$ cat config.mk
export PLATFORM = sky130hd
export DESIGN_NAME = pipeline_stall_ctrl
export DESIGN_NICKNAME = d
export VERILOG_FILES = /design/src/rtl/pipe_ctrl_pkg.sv /design/src/rtl/md_busy_tracker.sv /design/src/rtl/pipeline_stall_ctrl.sv
export SDC_FILE = /design/constraint.sdc
export NUM_CORES = 1
export LEC_CHECK = 0
export CAP_MARGIN = 20
export CORE_ASPECT_RATIO = 0.8
export CORE_MARGIN = 2
export CORE_UTILIZATION = 35
export DETAILED_ROUTE_END_ITERATION = 8
export GPL_TIMING_DRIVEN = 0
export SETUP_SLACK_MARGIN = 0.3
export SLEW_MARGIN = 20
export SYNTH_ARGS = -nofsm -noshare
export SYNTH_HDL_FRONTEND = slang
export SYNTH_SLANG_ARGS = --single-unit
$ cat constraint.sdc
create_clock -name clk -period 2.8 [get_ports clk]
set_clock_uncertainty 0.05 [all_clocks]
set_input_delay 0.56 -clock clk [delete_from_list [all_inputs] [get_ports clk]]
set_output_delay 0.56 -clock clk [all_outputs]
set_load 0.01 [all_outputs]
$ cat src/rtl/pipe_ctrl_pkg.sv
// Shared types and constants for the pipeline hazard sequencer.
package pipe_ctrl_pkg;

    // Occupancy state of the multi-cycle mult/div unit.
    typedef enum logic {
        MD_IDLE = 1'b0,
        MD_BUSY = 1'b1
    } md_state_t;

    // Register $zero: a load targeting it never creates a dependency.
    localparam logic [4:0] REG_ZERO = 5'd0;

    // Default number of cycles the mult/div unit is busy after issue.
    localparam int MD_LATENCY_DEFAULT = 4;

    // Saturation ceiling of the stall-cycle counter.
    localparam logic [15:0] STAT_MAX = 16'hFFFF;

endpackage

$ cat src/rtl/md_busy_tracker.sv
// Tracks the mult/div unit: IDLE/BUSY FSM, latency countdown and a
// one-cycle done pulse marking the first cycle HI/LO are valid.
// mdIssue is a bare strobe (no ready): an issue while BUSY cannot be
// accepted and is dropped, because the front end stalls any mult/div
// sitting in ID until the unit is free.
module md_busy_tracker
    import pipe_ctrl_pkg::*;
#(
    parameter int MD_LATENCY = MD_LATENCY_DEFAULT,
    parameter int CNT_W      = 4
) (
    input  logic      clk,
    input  logic      rst_n,
    input  logic      mdIssue,
    output md_state_t mdState,
    output logic      mdBusy,
    output logic      mdDone
);

    localparam logic [CNT_W-1:0] LATENCY_CNT = CNT_W'(MD_LATENCY);
    localparam logic [CNT_W-1:0] CNT_ONE     = {{(CNT_W-1){1'b0}}, 1'b1};

    md_state_t        state;
    md_state_t        stateNext;
    logic [CNT_W-1:0] mdCnt;
    logic [CNT_W-1:0] cntNext;
    logic             doneNext;

    // State register: FSM state, countdown and done pulse, async clear.
    always_ff @(posedge clk or negedge rst_n) begin
        if (!rst_n) begin
            state  <= MD_IDLE;
            mdCnt  <= '0;
            mdDone <= 1'b0;
        end else begin
            state  <= stateNext;
            mdCnt  <= cntNext;
            mdDone <= doneNext;
        end
    end

    // Next-state logic: load the latency on issue, count down while busy,
    // and return to idle with a done pulse on the last busy cycle.
    always_comb begin
        stateNext = state;
        cntNext   = mdCnt;
        doneNext  = 1'b0;
        case (state)
            MD_IDLE: begin
                if (mdIssue) begin
                    stateNext = MD_BUSY;
                    cntNext   = LATENCY_CNT;
                end
            end
            MD_BUSY: begin
                if (mdCnt == CNT_ONE) begin
                    stateNext = MD_IDLE;
                    cntNext   = '0;
                    doneNext  = 1'b1;
                end else begin
                    cntNext = mdCnt - CNT_ONE;
                end
            end
            default: begin
                stateNext = MD_IDLE;
                cntNext   = '0;
            end
        endcase
    end

    // Output logic: busy is a pure decode of the registered state.
    always_comb begin
        mdBusy  = (state == MD_BUSY);
        mdState = state;
    end

endmodule

$ cat src/rtl/pipeline_stall_ctrl.sv
// Front-end hazard sequencer: merges load-use, mult/div occupancy and
// taken-branch redirect into PC / IF_ID / ID_EX controls, and counts
// stalled cycles for performance debug.
module pipeline_stall_ctrl
    import pipe_ctrl_pkg::*;
#(
    parameter int MD_LATENCY = MD_LATENCY_DEFAULT,
    parameter int CNT_W      = 4
) (
    input  logic        clk,
    input  logic        rst_n,
    input  logic        id_ex_mem_read,
    input  logic [4:0]  id_ex_rt,
    input  logic [4:0]  if_id_rs,
    input  logic [4:0]  if_id_rt,
    input  logic        if_id_is_md,
    input  logic        if_id_reads_hilo,
    input  logic        ex_md_issue,
    input  logic        branch_taken,
    input  logic        stat_clr,
    output logic        pc_write,
    output logic        if_id_write,
    output logic        stall_mux,
    output logic        if_id_flush,
    output logic        md_busy,
    output logic        md_done,
    output logic [15:0] stall_cycles
);

    md_state_t mdState;
    logic      loadUse;
    logic      mdHazard;
    logic      stall;

    md_busy_tracker #(
        .MD_LATENCY (MD_LATENCY),
        .CNT_W      (CNT_W)
    ) u_md_busy_tracker (
        .clk     (clk),
        .rst_n   (rst_n),
        .mdIssue (ex_md_issue),
        .mdState (mdState),
        .mdBusy  (md_busy),
        .mdDone  (md_done)
    );

    // Hazard detection: a load feeding ID, or an HI/LO user while the unit is busy.
    always_comb begin
        loadUse  = id_ex_mem_read && (id_ex_rt != REG_ZERO) &&
                   ((id_ex_rt == if_id_rs) || (id_ex_rt == if_id_rt));
        mdHazard = (mdState == MD_BUSY) && (if_id_is_md || if_id_reads_hilo);
        stall    = loadUse || mdHazard;
    end

    // Control priority: branch redirect beats stall, stall beats normal flow.
    always_comb begin
        pc_write    = 1'b1;
        if_id_write = 1'b1;
        stall_mux   = 1'b1;
        if_id_flush = 1'b0;
        if (branch_taken) begin
            if_id_flush = 1'b1;
            stall_mux   = 1'b0;
        end else if (stall) begin
            pc_write    = 1'b0;
            if_id_write = 1'b0;
            stall_mux   = 1'b0;
        end
    end

    // Saturating stall counter; clear wins over increment.
    always_ff @(posedge clk or negedge rst_n) begin
        if (!rst_n) begin
            stall_cycles <= '0;
        end else if (stat_clr) begin
            stall_cycles <= '0;
        end else if (!pc_write && (stall_cycles != STAT_MAX)) begin
            stall_cycles <= stall_cycles + 16'd1;
        end
    end

endmodule

==> results by group <==
Routing
  • WL/cell: 14.59 µm
  • Drt initial violations: 48
  • Via density: approximately 5.2
  • Post-route DRC: 0
  • Antenna-violating nets left: 0
  • DRT Wirelength: between 3000 and 4000 µm
  • Pre-antenna DRT Iters: 4
  • Vias: 1362

Power and ir drop
  • Pleak: 0.8419 nW
  • VDD IR max: 0.2725 mV
  • Power density over the cells: 475.9 mW/mm²

Clock tree
  • TritonCTS buffer count: 3
  • CTS tree: done
  • Clock transition at path regs: 0.08 ns
  • Clock Tree Buf Depth: 2
  • CTS Root Cell: clkbuf_8
  • Clock insertion delay at the later pin of the skew report: approximately 0.26 ns
  • Clock sinks: 22
  • H-tree depth: 1

Critical path
  • CP required: 2.19 ns
  • Crit Path Class: input port to output pin
  • Reg2Reg Depth: 7
  • Crit-path max FO: 3
  • Element type at the critical path end: output pin
  • Worst Path Arrival: 1.96 ns
  • CP Launch Type: input port

Timing
  • Worst-margin pin slew: 0.5540 ns
  • Final WS setup: 0.2348 ns
  • RSZ-0062 raised after global routing: true
  • Fmax: 0.3898 GHz
  • Post-route setup TNS: 0 ns
  • Relative slew slack: 0.6278
  • Final Max Slew Viols: 0
  • Final hold violations: 0
  • Post-route minimum period: 2.565 ns
  • Fin crit share: 0.9161
  • Final setup viols: 0

Global route
  • Grt total ovfl: 0
  • First-pass GRT wire length: 6216 µm
  • Number of global-route vias before repair: 1332
  • Initial antenna violation count: 0
  • GRT Util Overall: 0.1685
  • Largest net degree at the start of global routing: 23

Logic synthesis
  • Adder-cell share of the synthesized area: 0.02577
  • Syn Std Cell Area: approximately 0.0015 mm²
  • Yosys cell types: 39
  • Synth Area in Simple Gates: 0.2861
  • Sequential-to-total area share from yosys stat: 0.3780
  • Syn Area/Cell: between 9 and 10 µm²
  • Synth warn: 0
  • Compound-Gate Fraction of Synth Area: 0.1452
  • Register bit count reported by yosys: 22
  • Synth Instances: 160
  • Post-synthesis xor/xnor area fraction: 0.06615
  • Syn nets: 186
  • Mux contribution to synthesized area: 0.04553
  • Largest family of logic cells by synthesized area: simple AND/OR/NAND/NOR gates

Layout
  • Synthesis-to-finish area growth: 40.21%
  • # diodes: 0
  • Final Non-Filler Cells: 264
  • Layout cells sized above 1: 0.2153
  • Cell area after layout: 0.002042 mm²
  • Final layout net count: 237

Floorplan
  • Die area: 0.004696 mm²
  • Core Box Area: 0.003904 mm²
  • DIE WIDTH: roughly 76 µm
  • I/O pin count: 45
  • Die height: 61.70 µm
  • Starting Density: 0.3731
  • Rows: 20

Flow run
  • Max-Cap Viols: 0

Placement
  • Port-buffer cells: 44
  • Pre-CTS setup slack: -0.8734 ns
  • Placement Cell Area: around 0.0020 mm²
  • HPWL Detailed: 2776 µm
  • RePlAce Congestion: 0.8036
  • Placed cells: 259

Min path
  • Hold Crit Class: input port to async pin

Run status
  • Outcome: completed
-- layout by cell type, fill, tap and decap left out, types with 4 or more instances in the layout --
cell	Yosys	final
nor3_2	1	4
o21ai_0	10	10
nand2_1	9	9
o31ai_1	5	5
buf_6	1	6
xor2_1	11	10
nand2b_1	5	5
buf_2	2	10
or3_1	7	7
clkdlybuf4s50_1	0	24
inv_1	7	7
a21oi_1	11	11
or4_1	5	4
nand3_1	5	5
buf_4	3	4
dfrtp_1	22	22
nor2b_1	7	7
nor2_1	13	13
-- metal layers --
layer	GRT usage	wire length [µm]	up-vias
li1	-	-	667
met1	0.2211	1833	661
met2	0.2985	1851	29
met3	0.03613	136	5
met4	0.03377	30	0
met5	0	0	-
-- layout make-up --
type	instances	area [µm²]
flip-flops and latches	22	550.5
well taps	55	68.82
repair buffers	46	420.4
inverters	7	26.28
multi-input cells	123	873.3
clock buffers	3	41.29
plain buffers	8	61.31
fillers	386	1862
-- cells in the mapped netlist (all sizes together) --
cell type	n	share of area
nor3	8	0.039
nand4	5	0.030
xor2	11	0.066
clkbuf	2	0.0052
buf	6	0.030
nor2b	7	0.030
o21a	1	0.0060
a22oi	1	0.0052
nand2	9	0.023
nand2b	5	0.021
o31ai	5	0.026
mux2	4	0.039
a21oi	11	0.038
or2	2	0.010
o22ai	1	0.0043
mux2i	1	0.0069
or4	5	0.026
nor2	13	0.034
dfrtp	22	0.38
or3	8	0.038
nor3b	2	0.014
a2111o	2	0.015
ha	3	0.026
o21ba	1	0.0069
a2111oi	1	0.0060
nand3	5	0.017
inv	7	0.018
o21ai	11	0.038
and2	1	0.0043
-- where the power goes --
| group | internal (mW) | switching [mW] |
|---|---|---|
| combinational | 0.188 | 0.190 |
| sequential | 0.363 | 0.0341 |
| clock | 0.0962 | 0.100 |
| total | 0.648 | 0.324 |
-- kinds of logic after synthesis --
| family | count (synthesis) |
|---|---|
| mux | 5 |
| simple gates | 70 |
| buf+inv | 15 |
| compound gates | 34 |
| xor+xnor | 11 |
| flops | 22 |
| fa+ha+maj | 3 |
-- worst max-delay path, cell delays in order --
cell and delay [ns]:
buf_8 0.11, xor2_2 0.17, nor3_2 0.19, a22oi_2 0.12, o21a_2 0.25, buf_6 0.12, or2_4 0.22, buf_6 0.11
buf_6 0.11
-- worst paths after layout --
check	startpoint	to	slack, ns
max in group asynchronous	rst_n	u_md_busy_tracker.mdCnt[0]	2.14
worst max-delay path	id_ex_rt[3]	pc_write	0.23
worst min-delay path	rst_n	stall_cycles[2]	0.21
min in group clk	u_md_busy_tracker.mdCnt[3]	u_md_busy_tracker.mdDone	0.46
worst max register to register	stall_cycles[0]	stall_cycles[12]	0.45
worst min register to register	u_md_busy_tracker.mdCnt[3]	u_md_busy_tracker.mdDone	0.46
-- registers in the layout (all words and copies together), names as in the netlist --
| register | cells |
|---|---|
| u_md_busy_tracker.mdCnt | 4 |
| u_md_busy_tracker.mdBusy | 1 |
| stall_cycles | 16 |
| u_md_busy_tracker.mdDone | 1 |
-- timing repair --
item / CTS / global route
hold buffers: 0 / 0
gates resized for setup: 71 / 11
buffers inserted: 2 / 0
pin swaps: 15 / 9
setup endpoints to repair: 3 / 5
-- per-stage QoR --
stage                     power [mW]  utilization  hold slack, ns
after floorplan               0.6111            -          0.2144
after global placement        0.7447       0.5035          0.4463
after detailed placement      0.7548       0.5035          0.4566
after CTS                     0.9767       0.5154          0.4683
after global routing           1.036       0.5231          0.2442
final                         0.9718       0.5231          0.2102
Power figures use the tool's default switching activity.
